===== config.mk =====
export PLATFORM = sky130hd
export DESIGN_NAME = reg_mux_arb
export DESIGN_NICKNAME = d
export VERILOG_FILES = /design/src/rtl/reg_mux_arb.sv
export SDC_FILE = /design/constraint.sdc
export NUM_CORES = 1
export LEC_CHECK = 0
export BUFFER_PORTS_ARGS = -buffer_cell sky130_fd_sc_hd__buf_2
export CORE_MARGIN = 2
export CORE_UTILIZATION = 43
export CTS_BUF_LIST = sky130_fd_sc_hd__clkbuf_4 sky130_fd_sc_hd__clkbuf_8 sky130_fd_sc_hd__clkbuf_16
export DETAILED_ROUTE_END_ITERATION = 12
export MAX_ROUTING_LAYER = met4
export PLACE_DENSITY = 0.89
export REMOVE_ABC_BUFFERS = 1
export SYNTH_ARGS = -nofsm -noshare
export SYNTH_HDL_FRONTEND = slang
export SYNTH_SLANG_ARGS = --single-unit

===== constraint.sdc =====
create_clock -name Clk -period 5 [get_ports Clk]
set_clock_uncertainty 0.1 [all_clocks]
set_input_delay 0 -clock Clk [delete_from_list [all_inputs] [get_ports Clk]]
set_output_delay 0 -clock Clk [all_outputs]
set_load 0.01 [all_outputs]

===== src/rtl/reg_mux_arb.sv =====
// N-source to one registered output mux with either external select or
// round-robin arbitration, behind a single-entry valid/ready output stage.

module reg_mux_arb_lane #(
  parameter int WIDTH = 32
) (
  input  logic             gnt,
  input  logic             vld,
  input  logic             ok,
  input  logic [WIDTH-1:0] din,
  output logic             rdy,
  output logic [WIDTH-1:0] dout
);
  // Ready-gated data so the top can build the mux as a plain OR tree.
  assign rdy  = gnt & vld & ok;
  assign dout = din & {WIDTH{rdy}};
endmodule

module reg_mux_arb #(
  parameter int WIDTH = 32,
  parameter int NSRC  = 4,
  parameter int MODE  = 0,
  localparam int SW   = ($clog2(NSRC) < 1) ? 1 : $clog2(NSRC)
) (
  input  logic                  Clk,
  input  logic                  Reset_n,
  input  logic [NSRC*WIDTH-1:0] In_data,
  input  logic [NSRC-1:0]       In_valid,
  output logic [NSRC-1:0]       In_ready,
  input  logic [SW-1:0]         Sel,
  input  logic                  Hold,
  output logic [WIDTH-1:0]      Out,
  output logic                  Out_valid,
  input  logic                  Out_ready,
  output logic [SW-1:0]         Out_src
);

  logic [SW-1:0]                rr_ptr;
  logic [SW-1:0]                gidx;
  logic                         gvld;
  logic                         ok;
  logic                         xfer;
  logic [NSRC-1:0]              gnt_oh;
  logic [NSRC-1:0][WIDTH-1:0]   lane_d;
  logic [WIDTH-1:0]             mux_d;

  assign ok   = (!Out_valid || Out_ready) && !Hold;
  assign xfer = |In_ready;

  // Grant index: external select, or first valid source at/after rr_ptr.
  always_comb begin
    gidx = '0;
    gvld = 1'b0;
    if (MODE == 0) begin
      gidx = Sel;
      gvld = 32'(Sel) < NSRC;
    end else begin
      for (int k = 0; k < NSRC; k++) begin
        int idx;
        idx = (int'(rr_ptr) + k) % NSRC;
        if (!gvld && In_valid[idx]) begin
          gvld = 1'b1;
          gidx = SW'(idx);
        end
      end
    end
  end

  for (genvar i = 0; i < NSRC; i++) begin : g_lane
    assign gnt_oh[i] = gvld && (gidx == SW'(i));
    reg_mux_arb_lane #(.WIDTH(WIDTH)) u_lane (
      .gnt  (gnt_oh[i]),
      .vld  (In_valid[i]),
      .ok   (ok),
      .din  (In_data[i*WIDTH +: WIDTH]),
      .rdy  (In_ready[i]),
      .dout (lane_d[i])
    );
  end

  always_comb begin
    mux_d = '0;
    for (int i = 0; i < NSRC; i++) mux_d = mux_d | lane_d[i];
  end

  always_ff @(posedge Clk or negedge Reset_n) begin
    if (!Reset_n) begin
      Out       <= '0;
      Out_src   <= '0;
      Out_valid <= 1'b0;
      rr_ptr    <= '0;
    end else begin
      if (xfer) begin
        Out       <= mux_d;
        Out_src   <= gidx;
        Out_valid <= 1'b1;
      end else if (Out_ready) begin
        Out_valid <= 1'b0;
      end
      if (MODE == 1 && xfer)
        rr_ptr <= (gidx == SW'(NSRC-1)) ? '0 : SW'(gidx + 1'b1);
    end
  end

endmodule


Yosys cells after proc, flatten, opt, wreduce, memory -nomap -nowiden
Cells that the tools add are included.
- eq/ne operators: 3
- mux-type cells: 2
- bitwise operators: 15
- reductions and logical operators: 7
- operators by type and width (operator ; count):
    $and A32 B32 Y32 ; 4
    $or A32 B32 Y32 ; 3
    $and A1 B1 Y1 ; 8
    $eq A2 B2 Y1 const B ; 2
    $reduce_or A4 Y1 ; 1
    $eq A2 B1 Y1 const B ; 1
    $logic_not A1 Y1 ; 2
    $logic_not A2 Y1 ; 1
    $mux W1 ; 2
    $reduce_bool A2 Y1 ; 1
    $logic_and A1 B1 Y1 ; 1
    $logic_or A1 B1 Y1 ; 1
- bits in registers: 35
- bits of input ports: 138
- output and inout bits: 39
- logic and storage cells: 30

Depth between registers and ports, before layout
- word-level depth: 8
- gate-level depth with buffers: 7
- depth with buffers taken out: 4

Modules after synthesis
A second synthesis with hierarchy kept.
- cells, all modules: 281
- area total of the unflattened synthesis: 3029.2 um^2
- by module, submodules not included (module ; times used ; cells each ; area each (um^2) ; seq. area each (um^2)):
    reg_mux_arb ; 1 ; 113 ; 1702.9 ; 875.8
    reg_mux_arb_lane ; 4 ; 42 ; 331.6 ; 0.0

Least setup slack after synthesis
Ideal clock, no wire load.
- path kind: flip-flop to flip-flop
- start point: reg Out_valid
- end point: reg Out[12]
- setup time: 0.125 ns
- data arrival time: 1.702 ns
- required time: 4.775 ns
- setup slack: 3.073 ns
- cell stages (with the launch flop): 8
- buffers on the path: 3
- clock period less this slack: 1.927 ns
- path through: dfrtp_1 -> nand2b_2 -> or3b_1 -> buf_2 -> o22a_1 -> buf_6 -> buf_6 -> mux2_4
- cells in the longest elaborated chain, start to end: 8
- elaborated cells between the ends (all ways): 15
- classes of those cells: bitwise: 11; reduce/logical: 4
- RTL lines (item ; RTL line ; RTL):
    start: declaration ; 33 ; output logic Out_valid,
    start signal: assignment ; 90 ; Out_valid <= 1'b0;
    start signal: assignment ; 96 ; Out_valid <= 1'b1;
    start signal: assignment ; 98 ; Out_valid <= 1'b0;
    $logic_not A1 Y1 * ; 47 ; assign ok = (!Out_valid || Out_ready) && !Hold;
    $logic_or A1 B1 Y1 * ; 47 ;
    $logic_and A1 B1 Y1 * ; 47 ;
    $and A1 B1 Y1 ; 15 ; assign rdy = gnt & vld & ok;
    $and A32 B32 Y32 ; 16 ; assign dout = din & {WIDTH{rdy}};
    $or A32 B32 Y32 (3 in a row) ; 83 ; for (int i = 0; i < NSRC; i++) mux_d = mux_d | lane_d[i];
    end signal: assignment ; 94 ; Out <= mux_d;
    end: declaration ; 32 ; output logic [WIDTH-1:0] Out,
Mark *: on every way between the ends. The rest lies on a longest branch, timed or not.
A chain may end at the register's enable or synchronous reset.

Worst setup path in the final report
- start point: in Out_ready
- end point: reg Out[9]
- cells in the longest elaborated chain, start to end: 7
- elaborated cells between the ends (all ways): 14
- classes of those cells: bitwise: 11; reduce/logical: 3
- RTL lines (item ; RTL line ; RTL):
    start: declaration ; 34 ; input logic Out_ready,
    $logic_or A1 B1 Y1 * ; 47 ;
    $logic_and A1 B1 Y1 * ; 47 ;
    $and A1 B1 Y1 ; 15 ;
    $and A32 B32 Y32 ; 16 ;
    $or A32 B32 Y32 (3 in a row) ; 83 ;
Marked as above.

==> metrics.csv <==
metric;value;unit
fin_crit;2.65;ns
drv_cap;0;
start_util;44.6;%
gr-total-overflow;0;
post_cts_buffers;0;
synthToLayoutAreaGrowth;42.4;%
cts_resized;0;
via_per_inst;5.56;
cts_inserted_buffers;5;
antenna_left;0;
worst_pin_slew;1.30;ns
synth-main-ff-cell;dfrtp_1;
dp.cells;431;
synth_top_area_share;38.2;%
hpwl;5100;µm
n_antenna_cell;0;
synth_async_sr_flop_share;100;%
cp-start-kind;input port;
syn_area;0.00229;mm²
synth_edf_count;0;
ir_worst_vdd;0.153;mV
root_buffer;clkbuf_8;
fp.dieArea;0.00593;mm²
p_leak;1.76;nW
ys_seq_elements;35;
rows;26;
fmaxAchievable;378;MHz
drv_slew;0;
grt_max_degree;37;
fin_nets;508;
hp-class;in2reg;
rrSetupSlack;2.48;ns
clkTransAtPathRegs;0.07;ns
htreeDepth;2;
regArea;876;µm²
synthTopCellsByCount;a22oi_1, dfrtp_1, o22ai_1;
yosys.area.top_type;dfrtp_1;
core;0.00514;mm²
yosysMostFrequentCell;a22oi_1;
crit_required;5.06;ns
fin_cells;441;
yosysWarnings;0;
r2r_cells;5;
grtUsageTotal;25.2;%
p_per_area;256;mW/mm²
r2r_start;Out_valid$_DFFE_PN0P_;
grt_pass1_wl;11900;µm
antenna_found_initial;0;
insertion_delay;0.27;ns
drive_gt1_share;60.6;%
clk_path_buf_depth;2;
outcome;finished clean;
n_fill_cell;438;
timing.final.crit_share;52.9;%
setup_violations;0;
portBuffers;176;
place_congestion;0.857;
syn_avg_cell_area;10.9;µm²
synth_cell_types;19;
die_w;77.0;µm
synthCells;211;
wl;7300;µm
vias;2453;
first_iter_violations;144;
cp_max_fo;35;
wl_per_cell;16.5;µm
maxSlewHeadroom;13.6;%
whs;0.0688;ns
yosysSeqAreaShare;38.2;%
io_pins;177;
firstDrtPassIters;5;
synth_area_leaders;dfrtp_1, a22oi_1, mux2_4;
cp.arrival;2.71;ns
clock-sinks;35;
hold_buffers;2;
drcViolationCount;0;
hold_violations;0;
endpoint_kind;flip-flop;
multiInputGateArea;0.00126;mm²
grt_pass1_vias;2547;
rsz0062_at_grt;false;
r2r_end;Out[9]$_DFFE_PN0P_;
setup_tns;0;ns
worstSetupStartpoint;Out_ready;
dieHeight;77.0;µm
cts_tree;built;
crit_end;Out[9]$_DFFE_PN0P_;
path_class;in2reg;
[final cells by class]
type | count | area share, %
multi-input cells | 145 | 38.6
clock buffers | 8 | 3.18
flip-flops and latches | 35 | 26.8
repair buffers | 183 | 28.7
well taps | 70 | 2.68
[report_power, final]
part	internal [W]	switching, W	total, W	leakage, nW
Clock	0.000131	0.0000959	0.000227	0.0549
Sequential	0.000320	0.0000225	0.000343	0.472
Combinational	0.000143	0.000123	0.000266	1.23
[cell families after synthesis]
kind of cell,synth area share [%]
DFF,38.2
and+or+nand+nor,3.76
muxes,20.1
buffers and inverters,7.09
AOI/OAI and AO/OA,30.8
[through the flow]
step / total power [W] / setup WS, ns / utilization, % / cell area, µm²
detailed placement: 0.000612 / 2.47 / 61.1 / 3140
CTS: 0.000841 / 2.38 / 63.6 / 3270
floorplan: 0.000484 / 1.84 / - / 2130
finish: 0.000836 / 2.35 / 63.6 / 3270
global placement: 0.000602 / 2.56 / 61.1 / 3140
global route: 0.000882 / 2.21 / 63.6 / 3270
[metal layers]
metal	vias up	global-route usage, %	share of wire [%]
met4	0	6.43	0.63
met2	114	44.8	52
met1	1179	29.6	40
met3	6	4.35	6.6
li1	1154	-	-
met5	-	-	0
[cells in the final DEF (no fill, tap or decap)]
cell type and count:
nor2b_2 2, a22oi_1 64, mux2_2 5, a211o_1 1
nand3b_1 1, nor2_1 2, or3b_1 1, dlygate4sd3_1 2
dfrtp_1 35, and2_1 2, mux2_4 27, nand2_1 1
o22a_2 1, clkbuf_4 1, o2bb2ai_1 1, clkbuf_8 7
o22ai_1 32, buf_4 5, nor2b_1 4, buf_2 176
nand2b_2 1
[worst max-delay path, cell delays in order]
cell	delay, ns
dlygate4sd3_1	0.54
buf_2	0.12
nand2b_2	0.17
or3b_1	0.16
buf_4	0.33
o22a_2	0.92
mux2_2	0.43
[sequential cells by signal, indices dropped and copies added, names as in the netlist]
name and cells:
Out_valid 1, Out 32, Out_src 2
[worst min-delay path by stage]
stage / cells past startpoint / endpoint / start / slack (ns)
2_1_floorplan: 0 / Out[0]$_DFFE_PN0P_ / Reset_n / -0.40
3_3_place_gp: 1 / Out[20]$_DFFE_PN0P_ / Reset_n / 0.009
3_5_place_dp: 1 / Out[2]$_DFFE_PN0P_ / Reset_n / 0.02
4_1_cts: 4 / Out[0]$_DFFE_PN0P_ / In_data[96] / 0.06
5_1_grt: 4 / Out[6]$_DFFE_PN0P_ / In_data[102] / 0.08
6_report: 4 / Out[0]$_DFFE_PN0P_ / In_data[96] / 0.07
No activity file was read; power rests on OpenSTA's default activity.
